===== src/rtl/muldiv_unit.sv =====
// ---------------------------------------------------------------------------
// muldiv_unit
//   Multi-cycle signed multiply / divide unit for the EX stage. Operands are
//   converted to magnitudes and processed one bit per cycle (shift-add for
//   multiply, restoring division for divide). A final cycle restores the
//   signs, and the 64-bit result is written to hi/lo.
//
// Ports
//   clk      in   rising-edge clock
//   reset    in   asynchronous active-high reset
//   start    in   operation request, sampled only when idle
//   op       in   0 = signed multiply, 1 = signed divide
//   a        in   multiplicand / dividend (signed)
//   b        in   multiplier / divisor (signed)
//   busy     out  operation in progress (through the done cycle)
//   done     out  one-cycle pulse when hi/lo are updated
//   divzero  out  divide had b = 0; valid with done, cleared on next start
//   hi       out  product[63:32] or remainder
//   lo       out  product[31:0] or quotient
// ---------------------------------------------------------------------------
module muldiv_unit #(
    parameter int WIDTH = 32
) (
    input  logic             clk,
    input  logic             reset,
    input  logic             start,
    input  logic             op,
    input  logic [WIDTH-1:0] a,
    input  logic [WIDTH-1:0] b,
    output logic             busy,
    output logic             done,
    output logic             divzero,
    output logic [WIDTH-1:0] hi,
    output logic [WIDTH-1:0] lo
);

    localparam int CW = $clog2(WIDTH);
    localparam logic [CW-1:0] LAST = CW'(WIDTH - 1);

    typedef enum logic [1:0] {IDLE, RUN, FIX, DONE} state_t;

    state_t             state;
    logic [CW-1:0]      cnt;
    logic               dz_r;

    logic [WIDTH-1:0]   ma;
    logic [WIDTH-1:0]   mb;
    logic               sa;
    logic               sb;
    logic               op_r;
    logic [2*WIDTH-1:0] acc;
    logic [WIDTH-1:0]   res_hi;
    logic [WIDTH-1:0]   res_lo;

    // Conditional two's-complement negate; -2^31 maps to itself, which is
    // exactly the unsigned magnitude 0x80000000 we want for that operand.
    function automatic logic [WIDTH-1:0] cneg(input logic [WIDTH-1:0] x,
                                              input logic n);
        return n ? -x : x;
    endfunction

    function automatic logic [2*WIDTH-1:0] cneg2(input logic [2*WIDTH-1:0] x,
                                                 input logic n);
        return n ? -x : x;
    endfunction

    // One shift-add step. The low half starts as the multiplier and is shifted
    // out LSB first while product bits shift in from the top.
    function automatic logic [2*WIDTH-1:0] mul_step(input logic [2*WIDTH-1:0] acc_in,
                                                    input logic [WIDTH-1:0]   mcand);
        logic [WIDTH:0] sum;
        sum = {1'b0, acc_in[2*WIDTH-1:WIDTH]} + (acc_in[0] ? {1'b0, mcand} : '0);
        return {sum, acc_in[WIDTH-1:1]};
    endfunction

    // One restoring-division step on {remainder, dividend/quotient}. The
    // shifted remainder needs WIDTH+1 bits because the divisor may be 2^31.
    function automatic logic [2*WIDTH-1:0] div_step(input logic [2*WIDTH-1:0] acc_in,
                                                    input logic [WIDTH-1:0]   dvsr);
        logic [WIDTH:0]   rem_sh;
        logic [WIDTH+1:0] diff;
        rem_sh = acc_in[2*WIDTH-1:WIDTH-1];
        diff   = {1'b0, rem_sh} - {2'b00, dvsr};
        if (!diff[WIDTH+1])
            return {diff[WIDTH-1:0], acc_in[WIDTH-2:0], 1'b1};
        else
            return {rem_sh[WIDTH-1:0], acc_in[WIDTH-2:0], 1'b0};
    endfunction

    // Control and output registers
    always_ff @(posedge clk or posedge reset) begin
        if (reset) begin
            state   <= IDLE;
            cnt     <= '0;
            dz_r    <= 1'b0;
            busy    <= 1'b0;
            done    <= 1'b0;
            divzero <= 1'b0;
            hi      <= '0;
            lo      <= '0;
        end else begin
            case (state)
                IDLE: begin
                    done <= 1'b0;
                    if (start) begin
                        cnt     <= '0;
                        divzero <= 1'b0;
                        if (op && b == '0) begin
                            // No iterations needed; busy is raised only
                            // for the done cycle.
                            dz_r  <= 1'b1;
                            busy  <= 1'b0;
                            state <= DONE;
                        end else begin
                            dz_r  <= 1'b0;
                            busy  <= 1'b1;
                            state <= RUN;
                        end
                    end else begin
                        busy <= 1'b0;
                    end
                end
                RUN: begin
                    cnt <= cnt + CW'(1);
                    if (cnt == LAST)
                        state <= FIX;
                end
                FIX: begin
                    state <= DONE;
                end
                DONE: begin
                    hi      <= res_hi;
                    lo      <= res_lo;
                    done    <= 1'b1;
                    busy    <= 1'b1;
                    divzero <= dz_r;
                    state   <= IDLE;
                end
                default: state <= IDLE;
            endcase
        end
    end

    // Datapath registers
    always_ff @(posedge clk) begin
        case (state)
            IDLE: begin
                if (start) begin
                    ma   <= cneg(a, a[WIDTH-1]);
                    mb   <= cneg(b, b[WIDTH-1]);
                    sa   <= a[WIDTH-1];
                    sb   <= b[WIDTH-1];
                    op_r <= op;
                    acc  <= op ? {{WIDTH{1'b0}}, cneg(a, a[WIDTH-1])}
                               : {{WIDTH{1'b0}}, cneg(b, b[WIDTH-1])};
                    if (op && b == '0) begin
                        res_hi <= a;
                        res_lo <= '1;
                    end
                end
            end
            RUN: begin
                acc <= op_r ? div_step(acc, mb) : mul_step(acc, ma);
            end
            FIX: begin
                // Truncating division: quotient sign = sa^sb, remainder
                // follows the dividend.
                if (op_r) begin
                    res_lo <= cneg(acc[WIDTH-1:0], sa ^ sb);
                    res_hi <= cneg(acc[2*WIDTH-1:WIDTH], sa);
                end else begin
                    {res_hi, res_lo} <= cneg2(acc, sa ^ sb);
                end
            end
            default: ;
        endcase
    end

endmodule

===== config.mk =====
export PLATFORM = sky130hd
export DESIGN_NAME = muldiv_unit
export DESIGN_NICKNAME = d
export VERILOG_FILES = /design/src/rtl/muldiv_unit.sv
export SDC_FILE = /design/constraint.sdc
export NUM_CORES = 1
export LEC_CHECK = 0
export CAP_MARGIN = 15
export CORE_MARGIN = 2
export CORE_UTILIZATION = 30
export CTS_CLUSTER_SIZE = 28
export DETAILED_ROUTE_END_ITERATION = 10
export SETUP_SLACK_MARGIN = 0.3
export SYNTH_ARGS = -nofsm -noshare
export SYNTH_HDL_FRONTEND = slang
export SYNTH_SLANG_ARGS = --single-unit

===== constraint.sdc =====
create_clock -name clk -period 6.9 [get_ports clk]
set_clock_uncertainty 0.2 [all_clocks]
set_input_delay 1.38 -clock clk [delete_from_list [all_inputs] [get_ports clk]]
set_output_delay 1.38 -clock clk [all_outputs]
set_load 0.02 [all_outputs]

Word level (Yosys, flattened, before mapping)

Index checks and enable logic that the tools add are counted.

Bits in registers: 270
Bits of input ports: 68
Output and inout port bits: 67
Logic and storage cells: 75

Add/subtract/negate cells: 8
Eq/ne operators: 7
Muxes and demuxes: 32
Bitwise operators: 1
Reductions and logical operators: 11

Operators by type and width:

| cell                                                 | count |
|---|---|
| 2-to-1 mux 32 bit                                    | 12 |
| 2-to-1 mux 64 bit                                    | 4 |
| negation 32 bit                                      | 4 |
| case mux 32 bit (2 select lines)                     | 2 |
| case mux 64 bit (2 select lines)                     | 1 |
| negation 64 bit                                      | 1 |
| subtractor 33 x 32 -> 34 bit                         | 1 |
| adder 32 x 32 -> 33 bit                              | 1 |
| zero test 32 bit                                     | 1 |
| case mux 5 bit (2 select lines)                      | 1 |
| case mux 2 bit (4 select lines)                      | 1 |
| AND reduction 2 bit                                  | 4 |
| 2-to-1 mux 2 bit                                     | 3 |
| != test 2 bit (second input constant)                | 3 |
| case mux 1 bit (2 select lines)                      | 3 |
| nonzero test 2 bit                                   | 3 |
| adder 5 x 1 -> 5 bit (second input constant)         | 1 |
| equality test 5 bit (second input constant)          | 1 |
| 2-to-1 mux 5 bit                                     | 1 |
| equality test 2 bit (second input constant)          | 2 |
| 2-to-1 mux 1 bit                                     | 4 |
| AND reduction 3 bit                                  | 1 |
| equality test 2 x 1 -> 1 bit (second input constant) | 1 |
| zero test 2 bit                                      | 1 |
| other kinds (2)                                      | 2 |

Longest topological paths before layout

Depth in word-level cells: 5
Mapped depth: 14

Worst setup path before layout

Ideal clock, no wire load.

Kind: input -> register
Start: input b[6]
End: register res_hi[0] (enable)
Arrival: 6512 ps
Data required time: 6191 ps
Setup slack: -321 ps
Stages: 7
Cells stage by stage: or4_1 > or4_1 > or4_1 > clkbuf_1 > nor3_1 > nand4b_1 > o22ai_1

Longest elaborated chain between the ends: 4

RTL lines:

| element                       | line | text |
|---|---|---|
| start: declaration            | 29   | `input logic [WIDTH-1:0] b,` |
| zero test 32 bit              | 156  | `if (op && b == '0) begin` |
| logical AND 1 bit             | 156  |  |
| != test 2 bit (no line)       | n/a  |  |
| AND reduction 3 bit (no line) | n/a  |  |
| end signal: assignment        | 170  | `res_hi <= cneg(acc[2*WIDTH-1:WIDTH], sa);` |
| end signal: assignment        | 172  | `{res_hi, res_lo} <= cneg2(acc, sa ^ sb);` |
| end: declaration              | 52   | `logic [WIDTH-1:0] res_hi;` |

No other way between the ends.
A chain may end at the register's enable or synchronous reset.

Worst setup path after layout

Start: input b[6]
End: register res_hi[6] (enable)

Same word-level chain as after synthesis.

==> impl_metrics.tcl <==
set metrics [dict create \
    cp_max_fo 64 \
    synth_area_leaders "edfxtp_1, dfrtp_1, mux2_2, xnor2_1, ha_1" \
    timing.final.crit_period_ns 4.94 \
    area_delta_synth_final_pct 17.9 \
    final_nets 2018 \
    r2r_start "acc[0]" \
    cts_tree "built" \
    wirelength_mm 56.8 \
    r2r_cells 12 \
    port_buffers 134 \
    seq_area_frac_synth 0.437 \
    die_h_um 247 \
    wl_per_cell_um 21.3 \
    ys_types 74 \
    synthesis.instances 1774 \
    cts_max_level 1 \
    yosys.area.top_type_share 0.331 \
    cp-end-kind "flop" \
    whs_path_depth 1 \
    wl_met1_mm 26.2 \
    crit_arrival_ns 4.97 \
    hp-class "flop to flop" \
    irDropWorstVdd_mv 0.255 \
    utilization 0.359 \
    viasPerCell 5.49 \
    antenna_found_initial 2 \
    drv_cap 0 \
    setup_viol 0 \
    grt_use_total 0.182 \
    num-fill-cells 5806 \
    clock_path_buffers 3 \
    crit_start "b[6]" \
    setup.worst_path.start_class "primary input" \
    cellPowerDensity_nw_per_um2 501 \
    synth_fp_nets 1918 \
    synth_edf_count 195 \
    ys_warn_count 0 \
    stdcell_area_um2 20800 \
    worst-setup-path-type "primary input to flop" \
    die_area_um2 60900 \
    synth-seq-cells 270 \
    rsz0062_at_grt "false" \
    status "finished, final reports clean" \
    place_hpwl_mm 42.8 \
    post_cts_buffers 0 \
    finalSetupTns_ns 0 \
    die_w_um 247 \
    clk_pin_slew_ns 0.06 \
    wl_met2_mm 25.0 \
    grt_max_degree 76 \
    max_slew_margin 0.171 \
    std_cell_rows 88 \
    power.leakage_nw 7.76 \
    slew_violations 0 \
    fin_crit_sh 0.715 \
    hp-start "res_hi[18]" \
    wl_met3_mm 4.61 \
    place_congestion 0.935 \
    synth_ff_type "edfxtp_1" \
    dr.first_iter.drc_count 1376 \
    num_vias 14600 \
    tightest_slew_ns 1.24 \
    drive_gt1_frac 0.104 \
    drtAntennaViolNets 0 \
    worstSkewPairLatency_ns 0.57 \
    synthArstFlopShare 0.278 \
    grt_pass1_wl_mm 85.6 \
    cts_hold_buf 0 \
    place_area_um2 19800 \
    clkSinkCount 270 \
    r2r_setup_slack_ns 2.11 \
    overflow 0 \
    yosys.area.top_type "edfxtp_1" \
    coreArea_um2 58000 \
    yosys-top-cells-count "edfxtp_1, nand2_1, o21ai_0" \
    first_global_vias 13900 \
    fmax_mhz 203 \
    syn_area_per_cell_um2 9.97 \
    ios 135 \
    topRoutingLayerUsed "met4" \
    required_ns 6.93 \
    cts_root_buffer "clkbuf_16" \
    yosysMostFrequentCell "edfxtp_1" \
    drtPass1Iterations 7 \
    start_util 0.305 \
    drc 0 \
    syn_area_um2 17700 \
    cts-resized-gates 0 \
    cts_made_buffers 31 \
    hold_viol_final 0 \
]
power breakdown:
| part | switching, mW | internal, mW | total [mW] |
|---|---|---|---|
| Combinational | 3.21 | 2.24 | 5.46 |
| Clock | 0.693 | 0.931 | 1.62 |
| Sequential | 0.710 | 2.66 | 3.37 |
metal layers:
| metal | vias to the layer above | track usage |
|---|---|---|
| li1 | 6766 | - |
| met1 | 7144 | 0.271 |
| met2 | 660 | 0.280 |
| met3 | 65 | 0.0273 |
| met4 | 0 | 0.0338 |
| met5 | - | 0 |
per-stage QoR:
step           std cells  hold slack, ns  setup WS (ns)  power (mW)
2_1_floorplan       1774           0.250           1.22        6.89
3_3_place_gp        2606           0.259           1.50        8.70
3_5_place_dp        2606           0.262           1.43        8.78
4_1_cts             2663           0.278           2.02        10.4
5_1_grt             2664           0.286           1.85        11.1
6_report            2664           0.277           1.96        10.4
cell type report:
cell class | count | area, µm² | area share
timing repair buffer | 156 | 1510 | 0.0727
tap | 765 | 957 | 0.0459
clock inverter | 9 | 57.6 | 0.00276
inverter | 69 | 262 | 0.0125
sequential | 270 | 7730 | 0.371
clock buffer | 48 | 933 | 0.0448
antenna | 1 | 2.50 | 0.000120
multi-input combinational | 1346 | 9380 | 0.450
path summary, 6_finish.rpt:
path / to
max: res_hi[6]
min: hi[18]
max reg2reg: res_hi[20]
min reg2reg: hi[18]
max in group asynchronous: hi[24]
min in group asynchronous: lo[3]
kinds of logic (layout without fill, tap and decap cells):
kind of cell,count (synthesis),count (layout),share of synthesized area
xor gates and xnor gates,172,172,0.0852
adders and majority gates,76,76,0.0546
muxes,134,134,0.0827
DFF,270,270,0.437
and+or+nand+nor,521,521,0.145
AOI/OAI and AO/OA,443,443,0.162
buffers and inverters,158,282,0.0337
other,0,1,0
placed cells by master, fill, tap and decap left out, types with 6 or more instances in the layout:
cell type | Yosys | final
nor4_1 | 12 | 12
a31oi_1 | 16 | 16
nor2_1 | 99 | 99
or4_1 | 17 | 17
edfxtp_1 | 195 | 195
a221oi_1 | 10 | 10
clkdlybuf4s50_1 | 0 | 133
dfrtp_1 | 75 | 75
clkbuf_16 | 0 | 34
or3_1 | 27 | 27
a21o_1 | 28 | 28
o221ai_1 | 6 | 6
mux2_2 | 97 | 97
a21oi_1 | 113 | 113
a211oi_1 | 13 | 13
o211ai_1 | 19 | 19
mux2i_1 | 37 | 37
clkbuf_1 | 76 | 11
o41ai_1 | 17 | 17
buf_4 | 0 | 21
inv_1 | 69 | 66
nand3_1 | 28 | 28
o21ai_0 | 119 | 118
nor3_1 | 29 | 29
nand4_1 | 11 | 11
nand2_1 | 187 | 187
nand2b_1 | 20 | 20
a311oi_1 | 10 | 10
or2_2 | 11 | 11
and3_1 | 19 | 19
ha_1 | 74 | 71
xor2_1 | 62 | 62
xnor2_1 | 110 | 110
and2_1 | 35 | 35
o31ai_1 | 32 | 32
flip-flops by register name, indices dropped and copies added (netlist names):
register	count
acc	64
done	1
hi	32
cnt	5
op_r	1
sb	1
sa	1
ma	32
busy	1
lo	32
state	2
mb	32
res_hi	32
dz_r	1
res_lo	32
divzero	1
worst max-delay path, cell delays in order:
cell and delay (ns):
clkdlybuf4s50_1 0.49, or4_1 0.62, or4_1 0.69, or4_1 0.65
nor3_1 0.19, nand4b_1 0.31, o22ai_4 0.23, buf_12 0.33
No activity file was read; power rests on OpenSTA's default activity.
==> RTL edit (same flow settings) <==
Register the output `hi` once more; this adds one clock of latency there. The other outputs are not delayed to match. Comments in the files are not updated.
--- a/src/rtl/muldiv_unit.sv
+++ b/src/rtl/muldiv_unit.sv
@@ -40,2 +40,4 @@
     typedef enum logic [1:0] {IDLE, RUN, FIX, DONE} state_t;
+
+    logic [WIDTH-1:0] hi_s0;
 
@@ -98,3 +100,3 @@
             divzero <= 1'b0;
-            hi      <= '0;
+            hi_s0   <= '0;
             lo      <= '0;
@@ -131,3 +133,3 @@
                 DONE: begin
-                    hi      <= res_hi;
+                    hi_s0   <= res_hi;
                     lo      <= res_lo;
@@ -178,2 +180,6 @@
 
+    always_ff @(posedge clk) begin
+        hi <= hi_s0;
+    end
+
 endmodule
Check against the original RTL: not equivalent (Yosys sat finds a counterexample within 4 cycles, from zero or initial values and one cycle with reset high).
==> RTL edit against the original RTL <==
- first-iteration DRC count is 2.3% lower
- count of clock-buffer cells in the layout stayed put
- synthesized area is 3.7% higher
- via count is 0.33% lower
- total power is 3.7% higher
- final cell count is 1.2% higher
- sequential cell count is 32 higher
- hold slack worse by 120 ps
- wire length is 2.4% lower
- final area is 4.1% higher
- clock power is 18% higher
- worst setup slack worse by 650 ps
- sequential share of layout area is 1.5 points higher
- maximum frequency is 12% lower
==> RTL edit: results (changes against the original RTL) <==
status - finished, final reports clean
WHS Endpoint - hi[8]$_DFF_P_
DP Worst Slack - 767 ps (-658 ps)
fraction of area in multi-input gates - 43.5% (-1.6 points)
Clk network pwr share - 17.6% (+2.1 points)
M1 wire length - 25.7 mm (-1.9%)
GRT Overall Usage - 17.1% (-1.1 points)
Slew headroom - 32.9% (+16 points)
CTS Buf Count - 35 (+13%)
worst hold slack - 162 ps (-116 ps)
crit-path max FO - 45 (-30%)
storage element area - 8370 um^2 (+8.3%)
multi-input gates - 1,328 (-1.3%)
VDD IR-drop max - 0.204 mV (-20%)
top area cells in the synthesized netlist - edfxtp_1 (32%), dfrtp_1 (10%), mux2_2 (6.1%)
WL final - 55.4 mm (-2.4%)
xor-xnor portion of the synthesized cell area - 7.98% (-0.54 points)
CP most frequent cell - or4_4
Synth async-reset ratio - 24.8% (-2.9 points)
Hold Crit Depth - 0 (-1)
Non-clk invs - 65 (-5.8%)
post-synthesis sequential area ratio - 45.7% (+1.9 points)
mux contribution to synthesized area - 9.31% (+1.0 points)
Routed met3 length - 3.94 mm (-15%)
cells after synthesis - 1,778 (+0.23%)
Switch Pwr - 4.62 mW (+0.16%)
initial antenna violation count - 1 (-1)
origin of the critical flop-to-flop path - acc[35]$_SDFFCE_PN0P_
capturing point of the worst reg2reg path - acc[59]$_SDFFCE_PN0P_
reg2reg setup slack - 2290 ps (+180 ps)
Pre-Repair DR Iteration Count - 5 (-2)
Ant. Diodes - 0 (-1)
share of layout cells above drive strength 1 - 10.8% (+0.38 points)
vias in the first global route - 13,932 (-0.022%)
placed instance count - 2,632 (+1.0%)
routed via count - 14,587 (-0.33%)
H-tree depth - 2 (+1)
Clock Latency Late Sink - 540 ps (-30 ps)
WL met2 - 24.2 mm (-3.4%)
Syn Nets - 1,922 (+0.21%)
Placed Instance Area - 20,500 um^2 (+3.4%)
Sink Count - 302 (+12%)
critical path's slowest cell - or4_4
[RTL edit: cell count changes in the layout (fill, tap and decap cells not counted), moves of 7 or more]
| cell | change |
|---|---|
| a211oi_1 | +7 |
| a21o_1 | +9 |
| a21oi_1 | +7 |
| a311oi_1 | -7 |
| and2_1 | +9 |
| dfxtp_1 | +32 |
| mux2i_1 | +21 |
| nand2_1 | -52 |
| o211ai_1 | -11 |
| o21ai_0 | +18 |
| o21bai_1 | +8 |
| o31ai_1 | -13 |
| or2_2 | -8 |
| xnor2_1 | -8 |
[RTL edit: worst max path at each step]
| stage | to | slack (ps) |
|---|---|---|
| 5_1_grt | res_hi[5]$_DFFE_PP_ | 1140 |
| 6_report | res_hi[5]$_DFFE_PP_ | 1320 |
| 4_1_cts | res_hi[5]$_DFFE_PP_ | 1330 |
| 2_1_floorplan | res_hi[0]$_DFFE_PP_ | 790 |
| 3_3_place_gp | res_hi[5]$_DFFE_PP_ | 870 |
| 3_5_place_dp | res_hi[6]$_DFFE_PP_ | 770 |
